==> config.mk <==
export PLATFORM = sky130hd
export DESIGN_NAME = quat_uart_tx
export DESIGN_NICKNAME = d
export VERILOG_FILES = /design/src/rtl/quat_uart_tx.sv
export SDC_FILE = /design/constraint.sdc
export NUM_CORES = 1
export LEC_CHECK = 0
export ABC_CLOCK_PERIOD_IN_PS = 7700
export BUFFER_PORTS_ARGS = -buffer_cell sky130_fd_sc_hd__buf_2
export CELL_PAD_IN_SITES_DETAIL_PLACEMENT = 2
export CELL_PAD_IN_SITES_GLOBAL_PLACEMENT = 2
export CORE_MARGIN = 2
export CORE_UTILIZATION = 40
export CTS_BUF_LIST = sky130_fd_sc_hd__clkbuf_2 sky130_fd_sc_hd__clkbuf_4 sky130_fd_sc_hd__clkbuf_8
export CTS_CLUSTER_SIZE = 20
export DETAILED_ROUTE_END_ITERATION = 7
export PLACE_DENSITY_LB_ADDON = 0.15
export SYNTH_ARGS = -nofsm -noshare
export SYNTH_HDL_FRONTEND = slang
export SYNTH_SLANG_ARGS = --single-unit
==> constraint.sdc <==
create_clock -name clk -period 7.7 [get_ports clk]
set_input_delay 0.385 -clock clk [delete_from_list [all_inputs] [get_ports clk]]
set_output_delay 0.385 -clock clk [all_outputs]
set_load 0.05 [all_outputs]
==> src/rtl/quat_uart_tx.sv <==
// Serialises one FP16 quaternion as a 10-byte 8N1 UART frame:
// 0xA5, w/i/j/k big-endian, then the XOR of the eight payload bytes.
module quat_uart_tx #(
  parameter int CLKS_PER_BIT = 434
) (
  input  logic        clk,
  input  logic        rst,
  input  logic        in_valid,
  output logic        in_ready,
  input  logic [15:0] in_w,
  input  logic [15:0] in_i,
  input  logic [15:0] in_j,
  input  logic [15:0] in_k,
  output logic        tx,
  output logic        busy,
  output logic        frame_done
);

  localparam int CNT_W = (CLKS_PER_BIT > 1) ? $clog2(CLKS_PER_BIT) : 1;
  localparam logic [CNT_W-1:0] BAUD_LAST = CNT_W'(CLKS_PER_BIT - 1);
  localparam logic [7:0] HEADER    = 8'hA5;
  localparam logic [3:0] LAST_BYTE = 4'd9;

  typedef enum logic [1:0] {IDLE, START, DATA, STOP} state_t;

  state_t           state_q, state_d;
  logic [CNT_W-1:0] baud_q, baud_d;
  logic [2:0]       bit_q, bit_d;
  logic [3:0]       byte_q, byte_d;
  logic             tx_q, tx_d;
  logic             done_q, done_d;
  logic [63:0]      shadow;
  logic [7:0]       csum;
  logic [7:0]       cur_byte;
  logic             accept;
  logic             baud_end;

  function automatic logic [7:0] xor_fold(input logic [63:0] q);
    logic [7:0] acc;
    acc = 8'h00;
    for (int n = 0; n < 8; n++) acc = acc ^ q[8*n +: 8];
    return acc;
  endfunction

  function automatic logic [7:0] frame_byte(input logic [3:0] idx,
                                            input logic [63:0] q,
                                            input logic [7:0] c);
    case (idx)
      4'd1:    return q[63:56];
      4'd2:    return q[55:48];
      4'd3:    return q[47:40];
      4'd4:    return q[39:32];
      4'd5:    return q[31:24];
      4'd6:    return q[23:16];
      4'd7:    return q[15:8];
      4'd8:    return q[7:0];
      4'd9:    return c;
      default: return HEADER;
    endcase
  endfunction

  assign in_ready   = (state_q == IDLE);
  assign busy       = ~in_ready;
  assign tx         = tx_q;
  assign frame_done = done_q;
  assign accept     = in_valid & in_ready;
  assign baud_end   = (baud_q == BAUD_LAST);
  assign cur_byte   = frame_byte(byte_q, shadow, csum);

  // Payload is latched once per frame; the checksum is settled before byte 9 is needed.
  always_ff @(posedge clk) begin
    if (accept) begin
      shadow <= {in_w, in_i, in_j, in_k};
      csum   <= xor_fold({in_w, in_i, in_j, in_k});
    end
  end

  always_comb begin
    state_d = state_q;
    baud_d  = baud_q;
    bit_d   = bit_q;
    byte_d  = byte_q;
    tx_d    = tx_q;
    done_d  = 1'b0;
    case (state_q)
      IDLE: begin
        tx_d = 1'b1;
        if (in_valid) begin
          state_d = START;
          tx_d    = 1'b0;
          baud_d  = '0;
          bit_d   = 3'd0;
          byte_d  = 4'd0;
        end
      end
      START: begin
        baud_d = baud_q + 1'b1;
        if (baud_end) begin
          state_d = DATA;
          baud_d  = '0;
          bit_d   = 3'd0;
          tx_d    = cur_byte[0];
        end
      end
      DATA: begin
        baud_d = baud_q + 1'b1;
        if (baud_end) begin
          baud_d = '0;
          if (bit_q == 3'd7) begin
            state_d = STOP;
            tx_d    = 1'b1;
          end else begin
            bit_d = bit_q + 3'd1;
            tx_d  = cur_byte[bit_d];
          end
        end
      end
      STOP: begin
        baud_d = baud_q + 1'b1;
        if (baud_end) begin
          baud_d = '0;
          if (byte_q == LAST_BYTE) begin
            state_d = IDLE;
            byte_d  = 4'd0;
            tx_d    = 1'b1;
            done_d  = 1'b1;
          end else begin
            state_d = START;
            byte_d  = byte_q + 4'd1;
            tx_d    = 1'b0;
          end
        end
      end
      default: begin
        state_d = IDLE;
        tx_d    = 1'b1;
      end
    endcase
  end

  always_ff @(posedge clk or posedge rst) begin
    if (rst) begin
      state_q <= IDLE;
      baud_q  <= '0;
      bit_q   <= 3'd0;
      byte_q  <= 4'd0;
      tx_q    <= 1'b1;
      done_q  <= 1'b0;
    end else begin
      state_q <= state_d;
      baud_q  <= baud_d;
      bit_q   <= bit_d;
      byte_q  <= byte_d;
      tx_q    <= tx_d;
      done_q  <= done_d;
    end
  end

endmodule

==> results.md <==
* Slowest stage cell, crit path: buf_4
* Slew @ Worst Pin at 827.1 ps
* Peak supply drop at 0.0001121 V
* WP buf/inv at 3
* Critical path required time at 7710 ps
* Switching power at 0.4860 mW
* Crit path launch type: register
* Initial antenna violation count at 0
* Min Tclk post-route at 2510 ps
* Core box area at between 0.01 and 0.015 mm2
* Via count at about 3300
* #FFs+latches synth at 92
* Count of cell types in the netlist at 67
* Setup TNS at 0 ps
* Setup Buffers After CTS at 0
* Share of layout cells above drive strength 1 at 22.78%
* DR WL/cell at 19.55 um
* Post-CTS sizing at 0
* Post-route ant nets at 0
* Hold buffers post-CTS at 0
* H-tree Lvls at 3
* Final hold slack at 163.1 ps
* Fin. Hold Viols at 0
* CP delay by family, top: buffers and inverters
* Synth Flop Type: edfxtp_1
* Mean Syn Cell Area at between 10 and 15 um2
* Final #Nets at 532
* First-pass GRT wire length at approximately 19 mm
* Mapped Cells at 388
* Die extent in x at 113.6 um
* RSZ-0062 raised after global routing: false
* R2R depth at 5
* Chip height at between 100 and 150 um
* Placer Congestion at between 0.7 and 0.8
* Slew Limit Fails at 0
* Worst rel slew slack at 44.80%
* R2r setup slk at 5190 ps
* DRT Pass-1 Iters at 4
* Sequential power share at 49.6%
* Worst path cell trace: inv_1 > ha_1 > nand2_1 > inv_2 > buf_4
* Row count at 40
* Synth warn at 0
* RR Startpoint: state_q[1]$_DFFE_PP0P_
* Initial Util at 40.53%
* Internal Power at between 0.9 and 1 mW
* Initial DRC count at 116
* Clock Power Share at 20.6%
* PortBufs at 70
* Tcrit/Tclk final at about a third
* Antenna Cells at 0
* Number of global-route vias before repair at 3660
* Root Buffer: clkbuf_8
* Hpwl dp at 8.413 mm
* Sw Share at between 30% and 40%
* Largest net degree at the start of global routing at 58
* WL final at between 10 and 15 mm
* Grt ovf at 0
* CTS Buf Count at 9
* Max-cap viol count at 0
* Top Ports at 71
* WP data arrival at 2520 ps
* Reg2reg end: shadow[14]$_DFFE_PP_
* Vias per Instance at 5.395
* Worst min path class: in2async
* Share of flip-flops with an asynchronous set or reset at 21.74%
* Total track usage at 19.80%
* Max Fclk at 398.5 MHz
* CTS sink cnt at 92
* Clk Latency, worst-skew pair at 370 ps
* P per Cell Area at 261.9 mW/mm2
* Longest Clk Path Bufs at 2
* Largest stage delay, worst path at around 660 ps
* Total Power at 1.418 mW
* Mapped Area at 0.004807 mm2
* Mapped Nets at approximately 460
* Reg clk slew, reported paths at 80 ps
* Skew final at ~5.5 ps
* Final setup vio count at 0
* Worst Path Max Fanout at 57
* Final non-filler cell total at 608
* Worst Slack Setup Final at between 5000 and 6000 ps
* Critical Path Sink Type: register
* Sequential fraction of the synthesis area at between 50 and 60%
* Die area at around 0.013 mm2
* Leakage power at 2.016 nW
* Combinational share of power at 29.9%
* Worst Setup Slack post-DPL at 5154 ps
* Area Growth Syn to Fin at 12.65%
* DP Cell Count at 592
* Kind of critical path: reg2reg
* DR DRC count at 0
* Status: finished clean
* CTS tree: built
* EDFF count, synth at 72
[stage by stage]
step	utilization (%)	cell area (um2)
5_1_grt	45.65	5415
3_3_place_gp	44.28	5253
4_1_cts	45.65	5415
2_1_floorplan	-	4807
3_5_place_dp	44.28	5253
6_report	45.65	5415
[routing by layer]
| metal | up-vias | wire length [um] | track usage [%] |
|---|---|---|---|
| met5 | - | 0 | 0 |
| met4 | 0 | 162 | 6.179 |
| met3 | 11 | 309 | 3.666 |
| met2 | 54 | 6180 | 34.45 |
| met1 | 1648 | 5237 | 25.16 |
| li1 | 1567 | - | - |
[worst register-to-register path, stage by stage (launching register included)]
cell	delay (ps)
dfrtp_1	420
inv_1	130
ha_1	370
nand2_1	180
inv_2	320
buf_4	670
[kinds of logic after synthesis]
logic type      count (synthesis)  synth area share [%]
compound gates                 69                 9.683
xor+xnor                       61                 11.11
mux                            19                 4.164
buf+inv                        31                 3.722
fa+ha+maj                       9                 2.343
flops                          92                 55.41
simple gates                  107                 13.56
[sequential cells by signal, indices dropped and copies added (netlist names)]
signal,count
shadow,64
baud_q,9
csum,8
byte_q,4
bit_q,3
state_q,2
frame_done,1
tx,1
[layout make-up]
type	instances	area [um2]
timing repair buffer	76	395.4
clock inverter	4	16.27
sequential	92	2664
multi-input combinational	265	1964
inverter	12	45.04
fill	1221	6446
tap	147	183.9
clock buffer	12	146.4
[layout by cell type, fill, tap and decap left out, types with 9 or more instances in the layout]
cell type | synthesis | final
a21oi_1 | 11 | 11
buf_2 | 8 | 70
clkbuf_8 | 0 | 9
dfrtp_1 | 19 | 19
edfxtp_1 | 72 | 72
ha_1 | 9 | 9
inv_1 | 10 | 9
mux2i_1 | 11 | 11
nand2_1 | 25 | 25
nand3_1 | 11 | 11
nor2_1 | 18 | 18
o21ai_1 | 11 | 11
xnor2_1 | 49 | 49
xor2_1 | 12 | 12
[power groups by stage]
stage               clock network [mW]  registers (mW)  logic (mW)
floorplan                            0           0.711       0.298
global placement                     0           0.708       0.411
detailed placement                   0           0.715       0.432
CTS                              0.303           0.705       0.434
global route                     0.322           0.714       0.475
finish                           0.291           0.703       0.424
[Yosys cell counts, types with 4 or more instances]
master	number	area [um2]
mux2_2	4	45.04
a31oi_1	5	31.28
inv_1	10	37.54
nand3_1	11	55.05
buf_2	8	40.04
and3_1	4	25.02
nand2_1	25	93.84
mux2i_1	11	110.1
buf_4	4	30.03
xor2_1	12	105.1
edfxtp_1	72	2162
a21oi_1	11	55.05
and3b_1	7	61.31
nand4_1	7	43.79
ha_1	9	112.6
o21ai_0	8	40.04
nor2_1	18	67.56
nand3b_1	6	45.04
mux2_1	4	45.04
buf_6	5	56.30
xnor2_1	49	429.2
o21ai_1	11	55.05
dfrtp_1	19	475.5
[worst max-delay path by stage]
stage,start,slack [ps],depth (start not counted),endpoint
after global placement,state_q[0]$_DFFE_PP0P_,5340,5,shadow[10]$_DFFE_PP_
final,state_q[1]$_DFFE_PP0P_,5190,5,shadow[14]$_DFFE_PP_
after detailed placement,state_q[1]$_DFFE_PP0P_,5150,5,shadow[60]$_DFFE_PP_
after global routing,state_q[1]$_DFFE_PP0P_,4930,5,shadow[6]$_DFFE_PP_
after floorplan,state_q[0]$_DFFE_PP0P_,4570,4,csum[0]$_DFFE_PP_
after CTS,state_q[1]$_DFFE_PP0P_,5130,5,shadow[21]$_DFFE_PP_
(Power assumes the default switching activity.)
